`config.mk`:
```
export PLATFORM = sky130hd
export DESIGN_NAME = vertex_fetch
export DESIGN_NICKNAME = d
export VERILOG_FILES = /design/src/rtl/gpu_pkg.sv /design/src/rtl/vertex_fetch_req.sv /design/src/rtl/vertex_fetch.sv
export SDC_FILE = /design/constraint.sdc
export NUM_CORES = 1
export LEC_CHECK = 0
export CAP_MARGIN = 10
export CELL_PAD_IN_SITES_DETAIL_PLACEMENT = 1
export CELL_PAD_IN_SITES_GLOBAL_PLACEMENT = 1
export CORE_ASPECT_RATIO = 2
export CORE_MARGIN = 2
export CORE_UTILIZATION = 39
export DETAILED_ROUTE_END_ITERATION = 7
export PLACE_DENSITY_LB_ADDON = 0.1
export SLEW_MARGIN = 20
export SYNTH_ARGS = -nofsm -noshare
export SYNTH_HDL_FRONTEND = slang
export SYNTH_SLANG_ARGS = --single-unit
```
`constraint.sdc`:
```
create_clock -name clk -period 11.09 [get_ports clk]
set_input_delay 2.218 -clock clk [delete_from_list [all_inputs] [get_ports clk]]
set_output_delay 2.218 -clock clk [all_outputs]
set_load 0.02 [all_outputs]
```
`src/rtl/gpu_pkg.sv`:
```
// rtl/gpu_pkg.sv - shared constants, state type and slot helpers for the vertex fetch stage
package gpu_pkg;

    localparam int FETCH_WORDS    = 10;
    localparam int COLOR_WORD_IDX = 9;

    typedef enum logic {
        FETCH_IDLE,
        FETCH_BUSY
    } fetch_state_t;

    // Word k of a triangle lands in vertex k/3, coordinate k%3.
    function automatic logic [1:0] word_row(input logic [3:0] idx);
        return 2'(idx / 4'd3);
    endfunction

    function automatic logic [1:0] word_col(input logic [3:0] idx);
        return 2'(idx % 4'd3);
    endfunction

endpackage

```
`src/rtl/vertex_fetch_req.sv`:
```
// rtl/vertex_fetch_req.sv - read request generator: word index, address mux, outstanding window
module vertex_fetch_req
    import gpu_pkg::*;
#(
    parameter int ADDR_WIDTH      = 32,
    parameter int COORD_WIDTH     = 16,
    parameter int MAX_OUTSTANDING = 4
) (
    input  logic                  clk,
    input  logic                  rst,
    input  logic                  start,
    input  logic                  busy,
    input  logic                  rsp,
    input  logic [ADDR_WIDTH-1:0] vertex_addr,
    input  logic [ADDR_WIDTH-1:0] color_addr,
    input  logic                  mem_waitrequest,
    output logic                  mem_read,
    output logic [ADDR_WIDTH-1:0] mem_address
);

    localparam int OW   = $clog2(MAX_OUTSTANDING + 1);
    localparam int STEP = COORD_WIDTH / 8;

    logic [ADDR_WIDTH-1:0] vertex_base;
    logic [ADDR_WIDTH-1:0] color_base;
    logic [3:0]            req_idx;
    logic [3:0]            req_idx_next;
    logic [OW-1:0]         outstanding;
    logic [OW-1:0]         outstanding_next;
    logic                  accept;

    always_comb begin
        accept           = mem_read && !mem_waitrequest;
        req_idx_next     = req_idx + {3'b000, accept};
        outstanding_next = outstanding + OW'(accept) - OW'(rsp);
    end

    // Request is decided from next-state values so a held request never drops mid-wait.
    always_ff @(posedge clk or posedge rst) begin
        if (rst) begin
            vertex_base <= '0;
            color_base  <= '0;
            req_idx     <= '0;
            outstanding <= '0;
            mem_read    <= 1'b0;
            mem_address <= '0;
        end else if (start) begin
            vertex_base <= vertex_addr;
            color_base  <= color_addr;
            req_idx     <= '0;
            outstanding <= '0;
            mem_read    <= 1'b0;
        end else if (busy) begin
            req_idx     <= req_idx_next;
            outstanding <= outstanding_next;
            mem_read    <= (req_idx_next < 4'(FETCH_WORDS)) &&
                           (outstanding_next < OW'(MAX_OUTSTANDING));
            if (req_idx_next == 4'(COLOR_WORD_IDX))
                mem_address <= color_base;
            else if (req_idx_next < 4'(COLOR_WORD_IDX))
                mem_address <= vertex_base + ADDR_WIDTH'(req_idx_next) * ADDR_WIDTH'(STEP);
        end else begin
            mem_read <= 1'b0;
        end
    end

endmodule

```
`src/rtl/vertex_fetch.sv`:
```
// rtl/vertex_fetch.sv - triangle fetch stage (9 coords + color); VERTEX_FETCH_STATS_EN adds fetch_cycles
module vertex_fetch
    import gpu_pkg::*;
#(
    parameter int ADDR_WIDTH      = 32,
    parameter int COORD_WIDTH     = 16,
    parameter int COLOR_WIDTH     = 16,
    parameter int MAX_OUTSTANDING = 4
) (
    input  logic                                  clk,
    input  logic                                  reset,
    input  logic                                  fetch_start,
    input  logic [ADDR_WIDTH-1:0]                 curr_addr_vertex,
    input  logic [ADDR_WIDTH-1:0]                 curr_addr_color,
    output logic [2:0][2:0][COORD_WIDTH-1:0]      fetch_vertexes,
    output logic [COLOR_WIDTH-1:0]                fetch_color,
    output logic                                  fetch_eoc,
`ifdef VERTEX_FETCH_STATS_EN
    output logic [15:0]                           fetch_cycles,
`endif
    output logic                                  mem_read,
    output logic [ADDR_WIDTH-1:0]                 mem_address,
    input  logic                                  mem_waitrequest,
    input  logic [COORD_WIDTH-1:0]                mem_readdata,
    input  logic                                  mem_readdatavalid
);

    if (COLOR_WIDTH != COORD_WIDTH) begin : g_width_check
        $error("vertex_fetch: COLOR_WIDTH must equal COORD_WIDTH");
    end
    if (MAX_OUTSTANDING < 1 || MAX_OUTSTANDING > 15) begin : g_window_check
        $error("vertex_fetch: MAX_OUTSTANDING must be 1..15");
    end

    fetch_state_t state;
    logic [3:0]   rsp_idx;
    logic         busy;
    logic         start_ok;
    logic         rsp;
    logic         last_rsp;

    assign busy     = (state == FETCH_BUSY);
    assign start_ok = fetch_start && (state == FETCH_IDLE);
    assign rsp      = busy && mem_readdatavalid;
    assign last_rsp = rsp && (rsp_idx == 4'(COLOR_WORD_IDX));

    vertex_fetch_req #(
        .ADDR_WIDTH      (ADDR_WIDTH),
        .COORD_WIDTH     (COORD_WIDTH),
        .MAX_OUTSTANDING (MAX_OUTSTANDING)
    ) u_req (
        .clk             (clk),
        .rst             (reset),
        .start           (start_ok),
        .busy            (busy),
        .rsp             (rsp),
        .vertex_addr     (curr_addr_vertex),
        .color_addr      (curr_addr_color),
        .mem_waitrequest (mem_waitrequest),
        .mem_read        (mem_read),
        .mem_address     (mem_address)
    );

    // Responses return in order, so rsp_idx alone selects the destination slot.
    always_ff @(posedge clk or posedge reset) begin
        if (reset) begin
            state          <= FETCH_IDLE;
            rsp_idx        <= '0;
            fetch_vertexes <= '0;
            fetch_color    <= '0;
            fetch_eoc      <= 1'b1;
        end else begin
            case (state)
                FETCH_IDLE: begin
                    if (fetch_start) begin
                        state     <= FETCH_BUSY;
                        rsp_idx   <= '0;
                        fetch_eoc <= 1'b0;
                    end
                end
                FETCH_BUSY: begin
                    if (mem_readdatavalid) begin
                        if (rsp_idx == 4'(COLOR_WORD_IDX))
                            fetch_color <= mem_readdata;
                        else
                            fetch_vertexes[word_row(rsp_idx)][word_col(rsp_idx)] <= mem_readdata;
                        rsp_idx <= rsp_idx + 4'd1;
                        if (last_rsp) begin
                            state     <= FETCH_IDLE;
                            fetch_eoc <= 1'b1;
                        end
                    end
                end
            endcase
        end
    end

`ifdef VERTEX_FETCH_STATS_EN
    // The completing cycle is not counted.
    always_ff @(posedge clk or posedge reset) begin
        if (reset)
            fetch_cycles <= '0;
        else if (start_ok)
            fetch_cycles <= '0;
        else if (busy && !last_rsp && fetch_cycles != 16'hFFFF)
            fetch_cycles <= fetch_cycles + 16'd1;
    end
`endif

endmodule

```
==> results of run 1 <==
## cells in the final DEF (no fill, tap or decap), types with 3 or more instances in the layout
| cell | n |
|---|---|
| nor3_1 | 10 |
| or2_2 | 3 |
| clkbuf_8 | 6 |
| clkinv_2 | 4 |
| bufinv_16 | 6 |
| nor2_1 | 29 |
| inv_1 | 16 |
| a32o_1 | 3 |
| o22ai_1 | 11 |
| clkbuf_16 | 26 |
| clkinvlp_4 | 3 |
| a21o_1 | 3 |
| or3_1 | 3 |
| a21oi_1 | 17 |
| buf_4 | 9 |
| o21ai_0 | 37 |
| a221o_1 | 3 |
| dfrtp_1 | 269 |
| mux2_2 | 160 |
| xor2_1 | 8 |
| a31oi_1 | 5 |
| a22oi_1 | 3 |
| nand3_1 | 22 |
| nand2b_1 | 6 |
| nor4_1 | 9 |
| nor2b_1 | 3 |
| nand4_1 | 8 |
| nand3b_1 | 3 |
| xnor2_1 | 20 |
| clkdlybuf4s50_1 | 278 |
| nand2_1 | 217 |
| o31ai_1 | 4 |
| ha_1 | 15 |
## metrics by stage
stage	util	power [mW]	hold slack, ns	cell area, µm²
finish	0.534	5.16	0.474	15600
global route	0.534	5.48	0.506	15600
CTS	0.533	5.22	0.477	15600
detailed placement	0.499	4.18	0.461	14600
global placement	0.499	4.10	0.463	14600
floorplan	-	3.07	0.437	11500
## worst register-to-register path, delay by kind of cell (launching register included)
kind / cells / cell delay [ns]
buf+inv: 1 / 0.51
xor+xnor: 1 / 0.77
flops: 1 / 0.33
simple gates: 4 / 1.29
fa+ha+maj: 2 / 0.71
compound gates: 3 / 0.61
## per-layer routing
metal	vias up	wire length, µm
li1	3903	-
met1	4341	13400
met2	262	17200
met3	57	2440
met4	0	1120
met5	-	0
## path summary, 6_finish.rpt
kind / from / to / slack [ns] / depth (start not counted)
max in group asynchronous: reset / u_req.color_base[27] / 7.28 / 3
worst min register to register: u_req.color_base[22] / u_req.color_base[22] / 0.47 / 2
worst max-delay path: mem_waitrequest / u_req.mem_address[25] / 5.08 / 12
min in group asynchronous: reset / fetch_vertexes[1] / 2.27 / 2
worst min-delay path: u_req.color_base[22] / u_req.color_base[22] / 0.47 / 2
worst max register to register: u_req.mem_read / u_req.mem_address[25] / 6.81 / 11
## sequential cells by signal (all words and copies together), names as in the netlist
| name | count |
|---|---|
| busy | 1 |
| fetch_color | 16 |
| fetch_eoc | 1 |
| fetch_vertexes | 144 |
| rsp_idx | 4 |
| u_req.color_base | 32 |
| u_req.mem_address | 32 |
| u_req.mem_read | 1 |
| u_req.outstanding | 3 |
| u_req.req_idx | 4 |
| u_req.vertex_base | 32 |
## cell usage after synthesis (2+ instances only)
cell type	count
a31oi_1	5
nor4_1	9
o31ai_1	4
clkbuf_1	29
clkbuf_8	2
a2bb2oi_1	2
buf_1	17
nand2_1	218
dfrtp_1	269
mux2_2	160
and2_1	2
nor3_1	10
a21oi_1	18
or3_1	3
o21ai_0	37
nor2b_1	4
fa_1	2
a21o_1	3
nand4_1	8
nand3_1	22
ha_1	15
xnor2_1	20
and3_1	2
nand2b_1	6
a32o_1	3
nand3b_1	3
o21a_1	2
or2_2	3
inv_1	17
nand4bb_1	2
a221o_1	3
clkinv_1	2
buf_2	9
mux2i_1	2
or3_2	2
a22oi_1	3
o22ai_1	11
nor2_1	31
xor2_1	8
## layout make-up
class                   count  area, µm²  area share
inverters                  19       78.8     0.00504
clock buffers              34        741      0.0473
flip-flops and latches    270       6760       0.432
clock inverters            14        239      0.0153
repair buffers            289       2880       0.184
well taps                 364        455      0.0291
multi-input cells         645       4490       0.287
## power breakdown
part	leakage [nW]	switching, mW	internal, mW	total, mW
Sequential	3.38	0.357	1.46	1.81
Clock	0.474	0.394	0.612	1.01
Combinational	3.10	1.21	1.13	2.34
Total	6.95	1.96	3.20	5.16
## kinds of logic after synthesis
kind of cell / count (synthesis) / share of synthesized area
compound gates: 101 / 0.0549
xor+xnor: 28 / 0.0213
fa+ha+maj: 17 / 0.0197
buf+inv: 78 / 0.0291
flops: 270 / 0.586
mux: 162 / 0.158
simple gates: 337 / 0.131
==> metrics.cfg, run 1 <==
[run_status]
outcome = completed

[worst_setup_path]
crit_path_end_kind = flop
path_delay_family = simple AND/OR/NAND/NOR gates
crit_path_max_incr_delay_ns = 0.77
path_max_fanout = 15
cp_slowest_cell = xor2_1
cp_cell_sequence = clkdlybuf4s50_1, nor2b_1, ha_1, nand3_1, xor2_1, clkinv_1, ha_1, o21a_1, nand2_1, or4_1, a311oi_1, a21o_1
crit_arrival_ns = 6.50
crit_path_start_kind = input port
crit_buf_inv = 2
cpMostUsedCell = ha_1
cp.required_ns = 11.58
path_class = in2reg

[logic_synthesis]
ys_warn_count = 0
syn_avg_cell_area_um2 = 11.6
synth_edf_count = 0
ys_types = 64
yosysTopAreaCellShare = 0.584
syn-num-nets = 1095
async_flop_share = 1.00
synth_ff_type = dfrtp_1
yosysTopAreaCell = dfrtp_1
synth_cells = 993
synth_seq_cells = 270
yosysSeqAreaShare = 0.586
ys_top_cells_by_area = dfrtp_1 (58%), mux2_2 (16%), nand2_1 (7.1%), ha_1 (1.6%), o21ai_0 (1.6%)
synth_area_mm2 = 0.0115

[clock_network]
cts_root_buffer = clkbuf_16
clk_pin_slew_worst_paths_ns = 0.07
cts_setup_buffers = 0
clk_latency_ns = 0.55
cts_hold_buf = 0
cts_htree_levels = 1
cts_tree = built
cts_resized = 0
cts.sinks = 270
clockBufferDepth = 3
cts_buffers = 26

[timing]
fin_crit_sh = 0.542
max_freq_mhz = 166
hold_violations = 0
slew_headroom = 0.300
worst_pin_slew_ns = 1.04
finalMaxSlewViolations = 0
fin_crit_ns = 6.01
totalNegativeSetupSlack_ns = 0
rsz0062_at_grt = false
final-setup-viol-count = 0
finalClockSkew_ns = 0.0126
finalWorstSetupSlack_ns = 5.08

[die]
die_area_mm2 = 0.0310
pin_count = 279
die_x_um = 126
rows = 89
die_y_um = 247
core_area_mm2 = 0.0293
start_util = 0.394

[global_routing]
grt_first_pass_wirelength_um = 54300
met1_usage = 0.267
antenna_found_initial = 0
grt_max_degree = 127
grt_pass1_vias = 9465
grt_use_met2 = 0.378
busiest_layer = met2
met3_usage = 0.0595
track_usage = 0.221
overflow = 0

[cells_and_area]
antenna_cells = 0
final_cells = 1635
drive_above_1_share = 0.190
area_growth_pct = 35.6
fillCellCount = 3052
fin_nets = 1353

[routing]
dr.pass1.iters = 5
drtAntennaViolNets = 0
drtIter0Drc = 322
wl_um = 34100
routedWlPerCell_um = 20.9
drc = 0
routed-via-count = 8563
vias_per_cell = 5.24

[hold_path]
hp-class = reg2reg

[power]
leakage_nw = 6.95
ir_drop_uv = 209
power_density_mw_per_mm2 = 330

[placement]
dp_cells = 1585
port_buffers = 278
place_congestion = 0.853
dp_hpwl_um = 24100
place_ws_ns = 4.63

[job]
maxCapViolations = 0

Note: power is estimated with default switching activity, not from simulation.
==> run 2: changes to the inputs <==
- CORE_UTILIZATION: 39 -> 35
- clock period: 11.09 -> 5.1 ns (I/O delays scaled with it)
==> run 2 against run 1 <==
Against the previous run:
- die area increased by 11%
- non-clock buffer count increased by 12
- critical path depth decreased by 1
- global-route usage increased by 0.76 points
- flip-flop and latch count unchanged
- critical path type unchanged
- critical endpoint is now u_req.mem_address[31]
- highest routed layer is now met5
==> metrics.cfg, run 2 (synthesis gave the netlist of run 1 again) <==
[run_status]
outcome = completed

[routing]
drtAntennaViolNets = 0  ; unchanged
routedWlPerCell_um = 22.9  ; +9.6%
drc = 0  ; unchanged
wl_um = 39200  ; +15%
drtIter0Drc = 344  ; +6.8%
routed-via-count = 8633  ; +0.82%
dr.pass1.iters = 4  ; -1
vias_per_cell = 5.04  ; -3.8%

[cells_and_area]
largest-register = fetch_vertexes
mostFrequentLayoutCells = clkdlybuf4s50_1 (278), dfrtp_1 (269), nand2_1 (217), mux2_2 (160), o21ai_0 (37)
final_common_cell = clkdlybuf4s50_1
drive_above_1_share = 0.193  ; +0.00320
fin_nets = 1365  ; +0.89%
fillCellCount = 3592  ; +18%
largest_reg_flops = 144  ; unchanged
area_growth_pct = 35.9

[global_routing]
antenna_found_initial = 2  ; +2
overflow = 0  ; unchanged
track_usage = 0.229  ; +0.00758
grt_max_degree = 118  ; -7.1%
grt_pass1_vias = 9751  ; +3.0%
grt_first_pass_wirelength_um = 59600  ; +9.6%

[timing]
totalNegativeSetupSlack_ns = 0  ; unchanged
final-setup-viol-count = 0  ; unchanged
slew_headroom = 0.279  ; -0.0212
finalMaxSlewViolations = 0  ; unchanged
finalClockSkew_ns = 0.0115  ; -0.00110 ns
fin_crit_sh = 0.764
fin_crit_ns = 3.90
max_freq_mhz = 257
hold_violations = 0  ; unchanged
worst_pin_slew_ns = 1.08  ; +0.0361 ns
rsz0062_at_grt = false

[worst_setup_path]
crit_arrival_ns = 4.32  ; -2.18 ns
crit_path_start_kind = input port
crit_start = mem_waitrequest
path_max_fanout = 15  ; unchanged
path_class = in2reg
cp.required_ns = 5.52  ; -6.06 ns
rr_worst_depth = 10  ; -1
r2r_start = rsp_idx[2]
r2r_slack_ns = 1.62  ; -5.19 ns
crit_path_end_kind = flop
reg2reg_to = fetch_vertexes[2]

[placement]
port_buffers = 278  ; unchanged
dp_hpwl_um = 29500  ; +23%
place_congestion = 0.866  ; +1.5%

[hold_path]
min_from = u_req.mem_address[6]
hp-class = reg2reg
min_path_cells = 2  ; unchanged
hold_end = u_req.mem_address[6]

[die]
start_util = 0.353  ; -0.0411
die_x_um = 132  ; +5.4%
die_y_um = 261  ; +5.5%
core_area_mm2 = 0.0327  ; +12%
pin_count = 279  ; unchanged
rows = 94  ; +5.6%
die_area_mm2 = 0.0345  ; +11%

[power]
leakage_nw = 6.94  ; -0.23%
power_density_mw_per_mm2 = 710  ; +120%
p_total_mw = 11.1  ; +120%
ir_drop_uv = 422  ; +100%

[clock_network]
cts_htree_levels = 1  ; unchanged
clk_pin_slew_worst_paths_ns = 0.06  ; about the same
cts_hold_buf = 0  ; unchanged
cts_buffers = 26  ; unchanged
cts_resized = 0  ; unchanged
cts.sinks = 270  ; unchanged
cts_setup_buffers = 0  ; unchanged
cts_tree = built
clk_latency_ns = 0.54  ; about the same
clockBufferDepth = 3  ; unchanged
cts_root_buffer = clkbuf_16

[job]
maxCapViolations = 0  ; unchanged

==> run 2: how the worst max path moves through the flow <==
stage / endpoint / cells after the start
6_report: u_req.mem_address[31] / 11
5_1_grt: u_req.mem_address[25] / 12
4_1_cts: u_req.mem_address[31] / 11
3_5_place_dp: u_req.mem_address[31] / 11
3_3_place_gp: u_req.mem_address[31] / 11
2_1_floorplan: busy / 1
==> run 2: power by group <==
group | switching (mW) | total (mW) | internal [mW]
combinational | 2.78 | 5.28 | 2.50
sequential | 0.794 | 3.96 | 3.17
clock | 0.823 | 1.89 | 1.07
==> run 2: stage by stage <==
step	instance area [µm²]	setup slack, ns	hold WS, ns	util	std cells
CTS	15700	1.18	0.488	0.479	1713
floorplan	11500	0.513	0.437	-	993
finish	15700	1.20	0.478	0.479	1714
global placement	14800	0.692	0.457	0.454	1667
detailed placement	14800	0.614	0.461	0.454	1667
global route	15700	0.900	0.505	0.479	1713
==> run 2: routing by layer <==
layer,vias up,GRT usage,wire [µm]
met5,-,0,30
met4,4,0.106,1860
met3,65,0.0585,2400
met2,230,0.459,22400
met1,4409,0.210,12600
li1,3925,-,-
==> run 2: worst max-delay path, cell delays in order <==
cell and delay, ns:
clkdlybuf4s50_1 0.40, nor2b_1 0.23, ha_1 0.22, ha_1 0.20, xor2_1 0.45, ha_1 0.36
a211o_2 0.36, nand2_1 0.40, nor4_1 0.16, xor2_1 0.17, a221o_1 0.34
==> run 2: layout make-up <==
class                   instances  area, µm²  area share
clock inverters                 5       30.0     0.00192
well taps                     432        541      0.0345
flip-flops and latches        270       6760       0.431
diodes                          1       2.50    0.000160
multi-input cells             645       4490       0.286
inverters                      19       75.1     0.00479
clock buffers                  41        798      0.0509
repair buffers                301       2980       0.190
==> edit 1: new RTL, flow settings as in run 2 <==
Add a define of `VERTEX_FETCH_STATS_EN`.
--- a/src/rtl/vertex_fetch.sv
+++ b/src/rtl/vertex_fetch.sv
@@ -1,2 +1,4 @@
 // rtl/vertex_fetch.sv - triangle fetch stage (9 coords + color); VERTEX_FETCH_STATS_EN adds fetch_cycles
+`define VERTEX_FETCH_STATS_EN
+
 module vertex_fetch
Check against the original RTL (old outputs only; new: fetch_cycles): equivalent (equiv_simple and equiv_induct, registers matched by name and starting in step).
==> edit 1 against run 2 <==
Non-clock buffer count is 9 higher. Combinational power is 1% lower. Critical path depth is 1 higher. Power is 1.2% higher. Sequential cell count is 16 higher. Area after synthesis is 8.4% higher. Cell area is 7.0% higher. Via count is 9.0% higher. Setup slack worse by 0.18 ns. Wire length is 2.4% lower.
==> edit 1: results (changes against run 2) <==
- Status: completed
- Dpl cell area: 15,900 um2 (+7.2%)
- Drt pass-1 iters: 5 (+1)
- Inst Count DP: 1,795 (+7.7%)
- Yosys warns: 0 (unchanged)
- H-tree Lvls: 1 (unchanged)
- Ys flop type: dfrtp_1
- Net Sw Power: 4.45 mW (+1.4%)
- Launch point of the worst path: rsp_idx[2]
- Slowest-stage cell, CP: or4b_1
- Endpoints failing setup: 0 (unchanged)
- Largest net degree at the start of global routing: 173 (+47%)
- Clk root buf: clkbuf_16
- Hold Path Origin: u_req.color_base[0]
- Drt initial violations: 429 (+25%)
- First-pass GRT wire length: 60,400 um (+1.4%)
- Vias in the first global route: 10,400 (+7.1%)
- Synth cell count leaders: 285 x dfrtp_1, 236 x nand2_1, 100 x mux2_1
- Via Count: 9,414 (+9.0%)
- IO buf count: 294 (+5.8%)
- CTS Buf Count: 28 (+7.7%)
- Postcts setup bufs: 0 (unchanged)
- All-layer global routing usage: 20.9% (-1.9 points)
- Logic pwr share: 46.3% (-1.1 points)
- Area contributors post-synth: dfrtp_1 57%, mux2_1 9.0%, nand2_1 7.1%, mux2_2 4.5%, o21ai_0 1.6%
- DP HPWL: 27,400 um (-7.3%)
- Slew headroom: 27.4% (-0.42 points)
- Tightest Hold Check Type: reg -> reg
- Post-CTS resize count: 0 (unchanged)
- FFs w/ async S/R, synth: 100% (unchanged)
- Antenna violations before repair: 3 (+1)
- CP Max Fanout: 16 (+1)
- Top reg by flops: fetch_vertexes
- Total wire length: 38,300 um (-2.4%)
- Dpl ws: 0.784 ns (+0.171 ns)
- Final instance area: 16,800 um2 (+7.0%)
- Vias per cell: 5.10 (+1.3%)
- Pleak: 7.54 nW (+8.7%)
- Sequential share of the synthesized area: 57.2% (-1.3 points)
- Post-layout net count: 1,479 (+8.4%)
- Crit path DAT: 4.50 ns (+0.18 ns)
- Final ANT Viol Nets: 0 (unchanged)
- RePlAce Congestion: 0.863 (-0.37%)
- Syn_nets: 1,206 (+10%)
- Worst Skew: 0.0115 ns (-0.0000543 ns)
- Cell variety after synth: 67 (+4.7%)
- Number of fill cells: 3,764 (+4.8%)
- Layout cells sized above 1: 9.54% (-9.7 points)
- CP max stage delay: 0.95 ns (+0.50 ns)
- Synthesized instance count: 1,103 (+11%)
- Peak supply drop: 0.361 mV (-14%)
[edit 1: area by class of cell]
cell class | count | share of cell area (%)
multi-input cells | 727 | 30.0
clock inverters | 7 | 0.298
inverters | 23 | 0.537
clock buffers | 41 | 4.71
diodes | 1 | 0.0149
well taps | 450 | 3.36
repair buffers | 310 | 18.4
flip-flops and latches | 286 | 42.7
[edit 1: power groups by stage]
stage	Clock (mW)	Combinational [mW]	Sequential, mW
after CTS	2.03	5.29	4.11
after floorplan	0	2.07	4.78
after global placement	0	5.13	4.09
after detailed placement	0	5.26	4.14
after global routing	2.11	5.63	4.24
final	1.95	5.22	4.10
[edit 1: kinds of logic (layout without fill, tap and decap cells)]
| logic type | count (synthesis) | count (layout) | share of synthesized area [%] |
|---|---|---|---|
| other | 0 | 1 | 0 |
| AO/OA/AOI/OAI | 115 | 115 | 5.98 |
| buffers and inverters | 90 | 381 | 2.81 |
| multiplexers | 168 | 168 | 15.3 |
| XOR/XNOR | 35 | 35 | 2.45 |
| flip-flops | 286 | 286 | 57.2 |
| AND/OR/NAND/NOR | 391 | 391 | 14.2 |
| adder cells (fa/ha/maj) | 18 | 18 | 1.92 |
[edit 1: through the flow]
stage	power [mW]	hold slack (ns)
after CTS	11.4	0.485
after global placement	9.22	0.463
after global routing	12.0	0.509
after detailed placement	9.39	0.469
final	11.3	0.483
after floorplan	6.85	0.440
[edit 1: layer usage]
layer	up-vias	GRT usage, %	routed length, um
met5	-	0	22
met4	4	6.24	1070
met3	53	4.89	2440
met2	261	36.3	19400
met1	4778	25.6	15400
li1	4318	-	-
[edit 1: worst max-delay path: cells and delay by family (launching register included)]
kind / cells / cell delay, ns
multiplexers: 2 / 0.69
buffers and inverters: 2 / 0.12
flip-flops: 1 / 0.52
AND/OR/NAND/NOR: 4 / 1.86
XOR/XNOR: 1 / 0.12
adder cells (fa/ha/maj): 3 / 0.65
[edit 1: worst paths after layout]
check,cells after the start,slack (ns),end
max,12,1.03,fetch_vertexes[28]
min,2,0.48,u_req.color_base[0]
max reg2reg,12,1.03,fetch_vertexes[28]
min reg2reg,2,0.48,u_req.color_base[0]
max in group asynchronous,3,3.23,rsp_idx[2]
min in group asynchronous,3,1.04,u_req.vertex_base[30]
==> edit 2: new RTL, config.mk and constraints of run 2 <==
Made on the original files. One comparison of `rsp_idx` changes from == to >=.
--- a/src/rtl/vertex_fetch.sv
+++ b/src/rtl/vertex_fetch.sv
@@ -44,3 +44,3 @@
     assign rsp      = busy && mem_readdatavalid;
-    assign last_rsp = rsp && (rsp_idx == 4'(COLOR_WORD_IDX));
+    assign last_rsp = rsp && (rsp_idx >= 4'(COLOR_WORD_IDX));
 
Check against the original RTL: no difference found for any inputs over 4 cycles, from zero or initial values and one cycle with reset high; that may be too few to reach the edited logic, so the function may still have changed.
==> edit 2 against run 2 <==
Wire length is 7.2% lower. Area after synthesis increased by 0.15%. Count of clock-buffer cells in the layout decreased by 4. Synthesized cell count grew 0.10%. Sequential power shrank 4%. Cell area increased by 1.0%. Setup slack worse by 0.047 ns. Power about the same. Critical path depth rose by 2. Sequential cell count unchanged.
==> edit 2: results (changes against run 2) <==
- CP max stage delay: 0.54 ns (+0.09 ns)
- H-tree Lvls: 1 (unchanged)
- All-layer global routing usage: 21.2% (-1.7 points)
- Via Count: 8,415 (-2.5%)
- Area contributors post-synth: dfrtp_1 58%, mux2_2 13%, nand2_1 7.8%, mux2_1 2.0%, o21ai_0 2.0%
- Pleak: 7.20 nW (+3.8%)
- Launch point of the worst path: mem_waitrequest
- Max Root-Sink Buffers: 3 (unchanged)
- DP HPWL: 26,000 um (-12%)
- RePlAce Congestion: 0.765 (-12%)
- Layout cells sized above 1: 17.6% (-1.7 points)
- First-pass GRT wire length: 56,400 um (-5.3%)
- Tightest Hold Check Type: reg -> reg
- RR Startpoint: rsp_idx[0]
- CTS Buf Count: 27 (+3.8%)
- Clk pin slew, worst setup/hold paths: approximately 0.070 ns
- Slowest-stage cell, CP: nor2_1
- Clk root buf: clkbuf_16
- Sequential share of the synthesized area: 58.5% (-0.089 points)
- Synth cell count leaders: 269 x dfrtp_1, 240 x nand2_1, 129 x mux2_2
- Post-synthesis compound-gate area fraction: 5.57% (+0.078 points)
- Max reg flops: 144 (unchanged)
- Post-synthesis xor/xnor area fraction: 2.27% (+0.15 points)
- Vias in the first global route: 9,471 (-2.9%)
- Worst Skew: 0.0157 ns (+0.00420 ns)
- Cell variety after synth: 51 (-20%)
- Post-Synth Adder-Cell Area: 2.08% (+0.11 points)
- Drt initial violations: 217 (-37%)
- Peak supply drop: 0.420 mV (-0.42%)
- Hold Path Origin: u_req.color_base[31]
- Multiplexer share of the synthesized area: 16.2% (+0.39 points)
- Post-layout net count: 1,366 (+0.073%)
- CP Max Fanout: 9 (-6)
- Slew @ Worst Pin: 1.11 ns (+0.0271 ns)
- Final instance area: 15,800 um2 (+1.0%)
- Syn_nets: 1,097 (+0.18%)
- Clk_lat worst skew: 0.56 ns (+0.02 ns)
- Total wire length: 36,400 um (-7.2%)
- Status: completed
- Dpl cell area: 14,800 um2 (about the same)
- Largest net degree at the start of global routing: 99 (-16%)
- Antenna violations before repair: 3 (+1)
- Antenna diodes: 0 (-1)
- Number of fill cells: 3,525 (-1.9%)
edit 2: logic make-up (layout without fill, tap and decap cells):
group / count (synthesis) / count (layout)
adders and majority gates: 18 / 18
AOI/OAI and AO/OA: 108 / 108
and+or+nand+nor: 329 / 329
DFF: 270 / 270
muxes: 163 / 163
xor gates and xnor gates: 30 / 30
buffers and inverters: 76 / 366
edit 2: through the flow:
stage / std cells / hold WS, ns / worst slack (ns)
after floorplan: 994 / 0.440 / 0.513
after global placement: 1666 / 0.456 / 0.608
after detailed placement: 1666 / 0.465 / 0.479
after CTS: 1716 / 0.482 / 1.08
after global routing: 1716 / 0.507 / 0.850
final: 1716 / 0.477 / 1.16
edit 2: worst min-delay path, delay by kind of cell (launching register included):
family	cells	cell delay (ns)
DFF	1	0.34
and+or+nand+nor	2	0.10
edit 2: metal layers:
| layer | global-route usage (%) | vias up | part of all wire (%) |
|---|---|---|---|
| met5 | 0 | - | 0.082 |
| met4 | 6.63 | 6 | 2.8 |
| met3 | 6.57 | 55 | 7.0 |
| met2 | 41.2 | 204 | 56 |
| met1 | 21.2 | 4272 | 34 |
| li1 | - | 3878 | - |
edit 2: where the power goes:
group          total (mW)  leakage, nW  internal, mW  switching [mW]
sequential           3.79         3.42          3.13           0.658
combinational        5.11         3.29          2.40            2.71
clock                2.23        0.488          1.34           0.887
total                11.1         7.20          6.87            4.26
edit 2: final timing paths:
path | endpoint | slack [ns] | cells past startpoint
setup / recovery | u_req.mem_address[31] | 1.16 | 13
hold / removal | u_req.color_base[31] | 0.48 | 2
setup reg to reg | fetch_vertexes[26] | 1.26 | 11
hold reg to reg | u_req.color_base[31] | 0.48 | 2
max in group asynchronous | u_req.vertex_base[7] | 3.02 | 3
min in group asynchronous | fetch_vertexes[34] | 1.02 | 2
edit 2: cell type report:
class | count | share of cell area (%)
Inverter | 17 | 0.427
Clock buffer | 37 | 5.01
Clock inverter | 13 | 1.28
Multi-Input combinational cell | 648 | 28.4
Sequential cell | 270 | 42.7
Tap cell | 432 | 3.41
Timing Repair Buffer | 299 | 18.7
